--- src/rtl/rc_pkg.sv ---
// Shared redundancy-controller package.
//   RC_WORD_WIDTH : default data width for indices, kernel width and distances
//   RC_MAX_REQ    : largest requester count rr_pick can arbitrate
//   dca_state_t   : distance-calculation arbiter FSM states
//   rr_pick       : round-robin winner search, reusable by other arbiters
package rc_pkg;

    localparam int unsigned RC_WORD_WIDTH = 8;
    localparam int unsigned RC_MAX_REQ    = 32;

    typedef enum logic [1:0] {
        DCA_IDLE,
        DCA_DIV,
        DCA_RESP
    } dca_state_t;

    // Returns the first set bit of req scanning upward from last+1, modulo n.
    // Result is meaningless when req has no set bit among the low n bits; callers gate on |req.
    function automatic logic [4:0] rr_pick(input logic [RC_MAX_REQ-1:0] req,
                                           input logic [4:0]            last,
                                           input int unsigned           n);
        logic [4:0]  pick;
        logic        found;
        int unsigned idx;
        pick  = '0;
        found = 1'b0;
        for (int unsigned i = 1; i <= RC_MAX_REQ; i++) begin
            idx = (32'(last) + i) % n;
            if (!found && (i <= n) && req[idx[4:0]]) begin
                pick  = idx[4:0];
                found = 1'b1;
            end
        end
        return pick;
    endfunction

endpackage

--- src/rtl/dual_idx_divider.sv ---
// Two-lane repeated-subtraction divider sharing one divisor.
//   clk, reset_n : clock and asynchronous active-low reset
//   start        : load idx1/idx2/kw, clear quotients, begin dividing
//   kw           : divisor, sampled on start
//   idx1, idx2   : dividends, sampled on start
//   done         : registered; both remainders below divisor (or divisor is zero)
//   q1, q2       : quotients
//   rem1, rem2   : remainders
module dual_idx_divider
    import rc_pkg::*;
#(
    parameter int unsigned WORD_WIDTH = RC_WORD_WIDTH
) (
    input  logic                  clk,
    input  logic                  reset_n,
    input  logic                  start,
    input  logic [WORD_WIDTH-1:0] kw,
    input  logic [WORD_WIDTH-1:0] idx1,
    input  logic [WORD_WIDTH-1:0] idx2,
    output logic                  done,
    output logic [WORD_WIDTH-1:0] q1,
    output logic [WORD_WIDTH-1:0] q2,
    output logic [WORD_WIDTH-1:0] rem1,
    output logic [WORD_WIDTH-1:0] rem2
);

    logic [WORD_WIDTH-1:0] kw_q, kw_d;
    logic [WORD_WIDTH-1:0] q1_q, q1_d, q2_q, q2_d;
    logic [WORD_WIDTH-1:0] rem1_q, rem1_d, rem2_q, rem2_d;
    logic                  done_q, done_d;

    always_comb begin
        kw_d   = kw_q;
        q1_d   = q1_q;
        q2_d   = q2_q;
        rem1_d = rem1_q;
        rem2_d = rem2_q;
        done_d = done_q;
        if (start) begin
            kw_d   = kw;
            rem1_d = idx1;
            rem2_d = idx2;
            q1_d   = '0;
            q2_d   = '0;
            done_d = 1'b0;
        end else if (!done_q) begin
            // A zero divisor finishes immediately so the loop can never run forever.
            if ((kw_q == '0) || ((rem1_q < kw_q) && (rem2_q < kw_q))) begin
                done_d = 1'b1;
            end else begin
                if (rem1_q >= kw_q) begin
                    rem1_d = rem1_q - kw_q;
                    q1_d   = q1_q + 1'b1;
                end
                if (rem2_q >= kw_q) begin
                    rem2_d = rem2_q - kw_q;
                    q2_d   = q2_q + 1'b1;
                end
            end
        end
    end

    always_ff @(posedge clk or negedge reset_n) begin
        if (!reset_n) begin
            kw_q   <= '0;
            q1_q   <= '0;
            q2_q   <= '0;
            rem1_q <= '0;
            rem2_q <= '0;
            done_q <= 1'b0;
        end else begin
            kw_q   <= kw_d;
            q1_q   <= q1_d;
            q2_q   <= q2_d;
            rem1_q <= rem1_d;
            rem2_q <= rem2_d;
            done_q <= done_d;
        end
    end

    assign done = done_q;
    assign q1   = q1_q;
    assign q2   = q2_q;
    assign rem1 = rem1_q;
    assign rem2 = rem2_q;

endmodule

--- src/rtl/dist_calc_arbiter.sv ---
// Round-robin arbiter sharing one distance-calculation divider among NUM_REQ requesters.
// Computes vdist = idx2/FW - idx1/FW and hdist = idx2%FW - idx1%FW (mod 2^W).
//   clk, reset_n         : clock and asynchronous active-low reset
//   ke_width             : kernel width FW, latched at request handshake
//   req_valid/req_ready  : per-requester request channel (at most one ready bit)
//   req_idx1/req_idx2    : packed indices, requester r at [r*W +: W]
//   rsp_valid/rsp_ready  : one-hot response channel to the granted requester
//   rsp_vdist/rsp_hdist  : result distances
//   rsp_err              : latched FW was zero, distances forced to zero
//   busy                 : FSM not idle
//   grant_id             : current or last granted requester
module dist_calc_arbiter
    import rc_pkg::*;
#(
    parameter int unsigned NUM_REQ    = 4,
    parameter int unsigned WORD_WIDTH = RC_WORD_WIDTH,
    localparam int unsigned GID_W     = $clog2(NUM_REQ)
) (
    input  logic                          clk,
    input  logic                          reset_n,
    input  logic [WORD_WIDTH-1:0]         ke_width,
    input  logic [NUM_REQ-1:0]            req_valid,
    output logic [NUM_REQ-1:0]            req_ready,
    input  logic [NUM_REQ*WORD_WIDTH-1:0] req_idx1,
    input  logic [NUM_REQ*WORD_WIDTH-1:0] req_idx2,
    output logic [NUM_REQ-1:0]            rsp_valid,
    input  logic [NUM_REQ-1:0]            rsp_ready,
    output logic [WORD_WIDTH-1:0]         rsp_vdist,
    output logic [WORD_WIDTH-1:0]         rsp_hdist,
    output logic                          rsp_err,
    output logic                          busy,
    output logic [GID_W-1:0]              grant_id
);

    dca_state_t            state_q, state_d;
    logic [GID_W-1:0]      last_grant_q, last_grant_d;
    logic [GID_W-1:0]      grant_id_q, grant_id_d;
    logic [WORD_WIDTH-1:0] vdist_q, vdist_d, hdist_q, hdist_d;
    logic                  err_q, err_d;
    logic                  kw_zero_q, kw_zero_d;

    logic [GID_W-1:0]      pick;
    logic [WORD_WIDTH-1:0] sel_idx1, sel_idx2;
    logic                  div_start, div_done;
    logic [WORD_WIDTH-1:0] div_q1, div_q2, div_rem1, div_rem2;

    assign pick     = GID_W'(rr_pick(RC_MAX_REQ'(req_valid), 5'(last_grant_q), NUM_REQ));
    assign sel_idx1 = req_idx1[pick*WORD_WIDTH +: WORD_WIDTH];
    assign sel_idx2 = req_idx2[pick*WORD_WIDTH +: WORD_WIDTH];

    always_comb begin
        state_d      = state_q;
        last_grant_d = last_grant_q;
        grant_id_d   = grant_id_q;
        vdist_d      = vdist_q;
        hdist_d      = hdist_q;
        err_d        = err_q;
        kw_zero_d    = kw_zero_q;
        div_start    = 1'b0;
        req_ready    = '0;
        rsp_valid    = '0;
        unique case (state_q)
            DCA_IDLE: begin
                // Winner is always valid, so asserting its ready is the handshake.
                if (|req_valid) begin
                    req_ready[pick] = 1'b1;
                    div_start       = 1'b1;
                    last_grant_d    = pick;
                    grant_id_d      = pick;
                    kw_zero_d       = (ke_width == '0);
                    state_d         = DCA_DIV;
                end
            end
            DCA_DIV: begin
                if (div_done) begin
                    if (kw_zero_q) begin
                        vdist_d = '0;
                        hdist_d = '0;
                        err_d   = 1'b1;
                    end else begin
                        vdist_d = div_q2 - div_q1;
                        hdist_d = div_rem2 - div_rem1;
                        err_d   = 1'b0;
                    end
                    state_d = DCA_RESP;
                end
            end
            DCA_RESP: begin
                rsp_valid[grant_id_q] = 1'b1;
                if (rsp_ready[grant_id_q]) begin
                    vdist_d = '0;
                    hdist_d = '0;
                    err_d   = 1'b0;
                    state_d = DCA_IDLE;
                end
            end
            default: state_d = DCA_IDLE;
        endcase
    end

    always_ff @(posedge clk or negedge reset_n) begin
        if (!reset_n) begin
            state_q      <= DCA_IDLE;
            last_grant_q <= GID_W'(NUM_REQ - 1);
            grant_id_q   <= '0;
            vdist_q      <= '0;
            hdist_q      <= '0;
            err_q        <= 1'b0;
            kw_zero_q    <= 1'b0;
        end else begin
            state_q      <= state_d;
            last_grant_q <= last_grant_d;
            grant_id_q   <= grant_id_d;
            vdist_q      <= vdist_d;
            hdist_q      <= hdist_d;
            err_q        <= err_d;
            kw_zero_q    <= kw_zero_d;
        end
    end

    dual_idx_divider #(
        .WORD_WIDTH (WORD_WIDTH)
    ) u_divider (
        .clk     (clk),
        .reset_n (reset_n),
        .start   (div_start),
        .kw      (ke_width),
        .idx1    (sel_idx1),
        .idx2    (sel_idx2),
        .done    (div_done),
        .q1      (div_q1),
        .q2      (div_q2),
        .rem1    (div_rem1),
        .rem2    (div_rem2)
    );

    assign rsp_vdist = vdist_q;
    assign rsp_hdist = hdist_q;
    assign rsp_err   = err_q;
    assign busy      = (state_q != DCA_IDLE);
    assign grant_id  = grant_id_q;

endmodule

--- config.mk ---
export PLATFORM = sky130hd
export DESIGN_NAME = dist_calc_arbiter
export DESIGN_NICKNAME = d
export VERILOG_FILES = /design/src/rtl/rc_pkg.sv /design/src/rtl/dual_idx_divider.sv /design/src/rtl/dist_calc_arbiter.sv
export SDC_FILE = /design/constraint.sdc
export NUM_CORES = 1
export LEC_CHECK = 0
export BUFFER_PORTS_ARGS = -buffer_cell sky130_fd_sc_hd__buf_2
export CAP_MARGIN = 20
export CELL_PAD_IN_SITES_DETAIL_PLACEMENT = 0
export CELL_PAD_IN_SITES_GLOBAL_PLACEMENT = 1
export CORE_MARGIN = 2
export CORE_UTILIZATION = 45
export DETAILED_ROUTE_END_ITERATION = 8
export PLACE_DENSITY = 0.95
export SETUP_SLACK_MARGIN = 0.3
export SYNTH_ARGS = -nofsm -noshare
export SYNTH_HDL_FRONTEND = slang
export SYNTH_HIERARCHICAL = 1
export SYNTH_SLANG_ARGS = --single-unit
--- constraint.sdc ---
create_clock -name clk -period 3.97 [get_ports clk]
set_input_delay 0.1985 -clock clk [delete_from_list [all_inputs] [get_ports clk]]
set_output_delay 0.1985 -clock clk [all_outputs]
set_load 0.02 [all_outputs]
==> impl_metrics.xml <==
<?xml version="1.0" encoding="UTF-8"?>
<metrics>
  <group name="sta">
    <metric name="max_slew.worst_pin.slew" unit="ns">1.05</metric>
    <metric name="timing.final.crit_share" unit="">0.734</metric>
    <metric name="worst_hold_slack" unit="ns">0.0944</metric>
    <metric name="clock.fmax" unit="MHz">343</metric>
    <metric name="setup_total_negative_slack" unit="ns">0</metric>
    <metric name="number_of_setup_violations_in_the_final_report" unit="">0</metric>
    <metric name="rsz0062_at_grt" unit="">false</metric>
    <metric name="finalMaxSlewViolations" unit="">0</metric>
    <metric name="hold_viol_final" unit="">0</metric>
    <metric name="worst_clock_skew" unit="ns">0.00901</metric>
    <metric name="worst_slew_margin_rel" unit="">0.294</metric>
    <metric name="fin_crit" unit="ns">2.92</metric>
    <metric name="final_setup_slack_of_the_worst_path" unit="ns">1.05</metric>
  </group>
  <group name="cells_and_area">
    <metric name="n_fill_cell" unit="">1018</metric>
    <metric name="layout_common_cells" unit="">buf_2, dfrtp_1, mux2i_1</metric>
    <metric name="nNetsFinal" unit="">807</metric>
    <metric name="layout-drive-gt1-share" unit="">0.260</metric>
    <metric name="antenna-diode-count" unit="">0</metric>
    <metric name="layout-area-overhead-vs-synth" unit="%">19.2</metric>
    <metric name="design_area" unit="µm²">6280</metric>
    <metric name="layout_commonest_cell" unit="">buf_2</metric>
  </group>
  <group name="flow_run">
    <metric name="drv_cap" unit="">0</metric>
  </group>
  <group name="setup_path">
    <metric name="worstSetupEndpointType" unit="">flip-flop</metric>
    <metric name="cp_cell_sequence" unit="">inv_1, ha_1, fa_1, nand2b_1, a211oi_4, nor2_1, a21oi_2, buf_4, mux2_2</metric>
    <metric name="crit_fanout" unit="">8</metric>
    <metric name="worstPathBufferInverterCount" unit="">2</metric>
    <metric name="critical_path.top_delay_family" unit="">compound AO/OA/AOI/OAI gates</metric>
    <metric name="critical_path_arrival" unit="ns">3.13</metric>
    <metric name="critical-path-max-stage-delay" unit="ns">0.41</metric>
    <metric name="timing.critical_path.required" unit="ns">4.18</metric>
    <metric name="critical_path_class" unit="">reg -&gt; reg</metric>
    <metric name="cp_slowest_cell" unit="">a21oi_2</metric>
    <metric name="crit_start_category" unit="">flip-flop</metric>
  </group>
  <group name="clock_network">
    <metric name="insertion_delay" unit="ns">0.33</metric>
    <metric name="root_buffer" unit="">clkbuf_16</metric>
    <metric name="cts_buffers" unit="">9</metric>
    <metric name="htree_num_levels" unit="">3</metric>
    <metric name="clk_pin_slew" unit="ns">0.06</metric>
    <metric name="ctsLongestPathBuffers" unit="">2</metric>
    <metric name="cts_sinks" unit="">65</metric>
    <metric name="cts_tree" unit="">built</metric>
    <metric name="post-cts-setup-buffer-count" unit="">0</metric>
  </group>
  <group name="yosys">
    <metric name="synth_cell_types" unit="">63</metric>
    <metric name="synth-edff-count" unit="">0</metric>
    <metric name="synth.yosys.seq_area_share" unit="">0.309</metric>
    <metric name="async_reset_ff_frac" unit="">1.00</metric>
    <metric name="avgSynthCellArea" unit="µm²">9.02</metric>
    <metric name="yosysWarningCount" unit="">6</metric>
    <metric name="ys_seq_elements" unit="">65</metric>
    <metric name="ys_dominant_reg_cell" unit="">dfrtp_1</metric>
    <metric name="syn-instance-count" unit="">584</metric>
    <metric name="syn-cell-area" unit="µm²">5270</metric>
    <metric name="mappedNetlistNets" unit="">704</metric>
  </group>
  <group name="place">
    <metric name="globalplace.congestion" unit="">0.901</metric>
    <metric name="dp.final_hpwl" unit="µm">10400</metric>
    <metric name="placement.io_buffers" unit="">109</metric>
    <metric name="placement.cell_area" unit="µm²">5920</metric>
    <metric name="dp_slack" unit="ns">1.08</metric>
  </group>
  <group name="detailed_routing">
    <metric name="viasPerCell" unit="">5.87</metric>
    <metric name="routed_wirelength" unit="µm">13800</metric>
    <metric name="drtIter0Drc" unit="">493</metric>
    <metric name="drt-wirelength-per-cell" unit="µm">16.6</metric>
    <metric name="drt_first_pass_iters" unit="">6</metric>
    <metric name="routed-via-count" unit="">4902</metric>
    <metric name="post-route-drc-count" unit="">0</metric>
    <metric name="antenna_left" unit="">0</metric>
  </group>
  <group name="global_route">
    <metric name="overflow_left_after_global_routing" unit="">0</metric>
    <metric name="grt_start_max_net_pins" unit="">71</metric>
    <metric name="antenna_found_initial" unit="">0</metric>
    <metric name="vias_in_the_first_global_route" unit="">4838</metric>
    <metric name="track_usage" unit="">0.220</metric>
    <metric name="grt_first_pass_wirelength" unit="µm">23100</metric>
  </group>
  <group name="power">
    <metric name="power_density" unit="nW/µm²">1110</metric>
    <metric name="fin_total_pwr" unit="mW">6.98</metric>
    <metric name="leakage_power_summed_over_all_cells" unit="nW">2.98</metric>
    <metric name="worst_vdd_rail_ir_drop" unit="µV">581</metric>
  </group>
  <group name="status">
    <metric name="run_status" unit="">finished clean</metric>
  </group>
  <group name="floorplan">
    <metric name="io_pins" unit="">110</metric>
    <metric name="floorplan.die.width" unit="µm">112</metric>
    <metric name="die_y" unit="µm">112</metric>
    <metric name="floorplan.rows" unit="">39</metric>
    <metric name="die-area" unit="µm²">12600</metric>
    <metric name="initial_utilization" unit="">0.462</metric>
    <metric name="core-area" unit="µm²">11400</metric>
  </group>
  <group name="min_path">
    <metric name="hold_class" unit="">in -&gt; reg</metric>
  </group>
</metrics>
==> power breakdown <==
group	switching, mW	internal [mW]	total, mW
logic	2.68	1.98	4.66
clock network	0.311	0.633	0.944
registers	0.348	1.03	1.37
==> per-layer routing <==
metal / routed length (µm) / GRT usage
met1: 6160 / 0.296
met4: 244 / 0.0642
met5: 0 / 0
met3: 903 / 0.0443
met2: 6520 / 0.362
==> stage by stage <==
step / util / std cells
floorplan: - / 584
global placement: 0.518 / 818
detailed placement: 0.518 / 818
CTS: 0.550 / 835
global route: 0.550 / 835
finish: 0.550 / 835
==> worst paths after layout <==
kind                                   startpoint  depth (start not counted)                end  slack (ns)
worst min register to register       rsp_hdist[7]                          2       rsp_hdist[7]        0.48
max in group asynchronous                 reset_n                          3  u_divider/rem1[6]        2.64
min in group asynchronous                 reset_n                          2       rsp_vdist[5]        0.38
worst min-delay path                  ke_width[2]                          3  u_divider/kw_q[2]        0.09
worst max register to register  u_divider/rem1[0]                          9  u_divider/rem1[4]        1.05
worst max-delay path            u_divider/rem1[0]                          9  u_divider/rem1[4]        1.05
==> logic make-up after synthesis <==
kind of cell    share of synthesized area
xor+xnor                           0.0133
compound gates                      0.189
simple gates                        0.182
flops                               0.309
fa+ha+maj                          0.0959
buf+inv                            0.0529
mux                                 0.158
==> flip-flops by register name, summed over array words and instances (netlist names) <==
name	flops
rsp_hdist	8
u_divider/q2	8
kw_zero_q	1
rsp_err	1
u_divider/rem2	8
u_divider/q1	8
u_divider/kw_q	8
last_grant_q	2
grant_id	2
u_divider/done	1
state_q	2
u_divider/rem1	8
rsp_vdist	8
==> synthesized netlist by cell type (10+ instances only) <==
cell       n  area, µm²
nor2b_1   13       81.3
mux2_2    14        158
dfrtp_1   63       1580
clkbuf_1  11       41.3
nand2_1   53        199
a21oi_1   24        120
o211ai_1  19        143
nand3_1   20        100
nor2_1    39        146
o21ai_0   39        195
inv_1     38        143
ha_1      34        425
mux2i_1   59        591
nor4_1    10       62.6
==> final cells by class <==
| cell class | count | area (µm²) | share of cell area |
|---|---|---|---|
| multi-input cells | 457 | 3380 | 0.538 |
| flip-flops and latches | 65 | 1630 | 0.259 |
| repair buffers | 115 | 593 | 0.0944 |
| clock buffers | 10 | 239 | 0.0380 |
| clock inverters | 6 | 115 | 0.0183 |
| well taps | 143 | 179 | 0.0285 |
| inverters | 39 | 146 | 0.0233 |
==> worst register-to-register path, stage by stage (launching register included) <==
cell,delay [ns]
dfrtp_1,0.38
inv_1,0.09
ha_1,0.23
fa_1,0.40
nand2b_1,0.23
a211oi_4,0.31
nor2_1,0.14
a21oi_2,0.41
buf_4,0.28
mux2_2,0.35
==> timing repair <==
action                    in CTS  in global routing
hold endpoints to repair      22                  0
hold buffers                   1                  0
resized for setup              0                  0
Power figures use the tool's default switching activity.
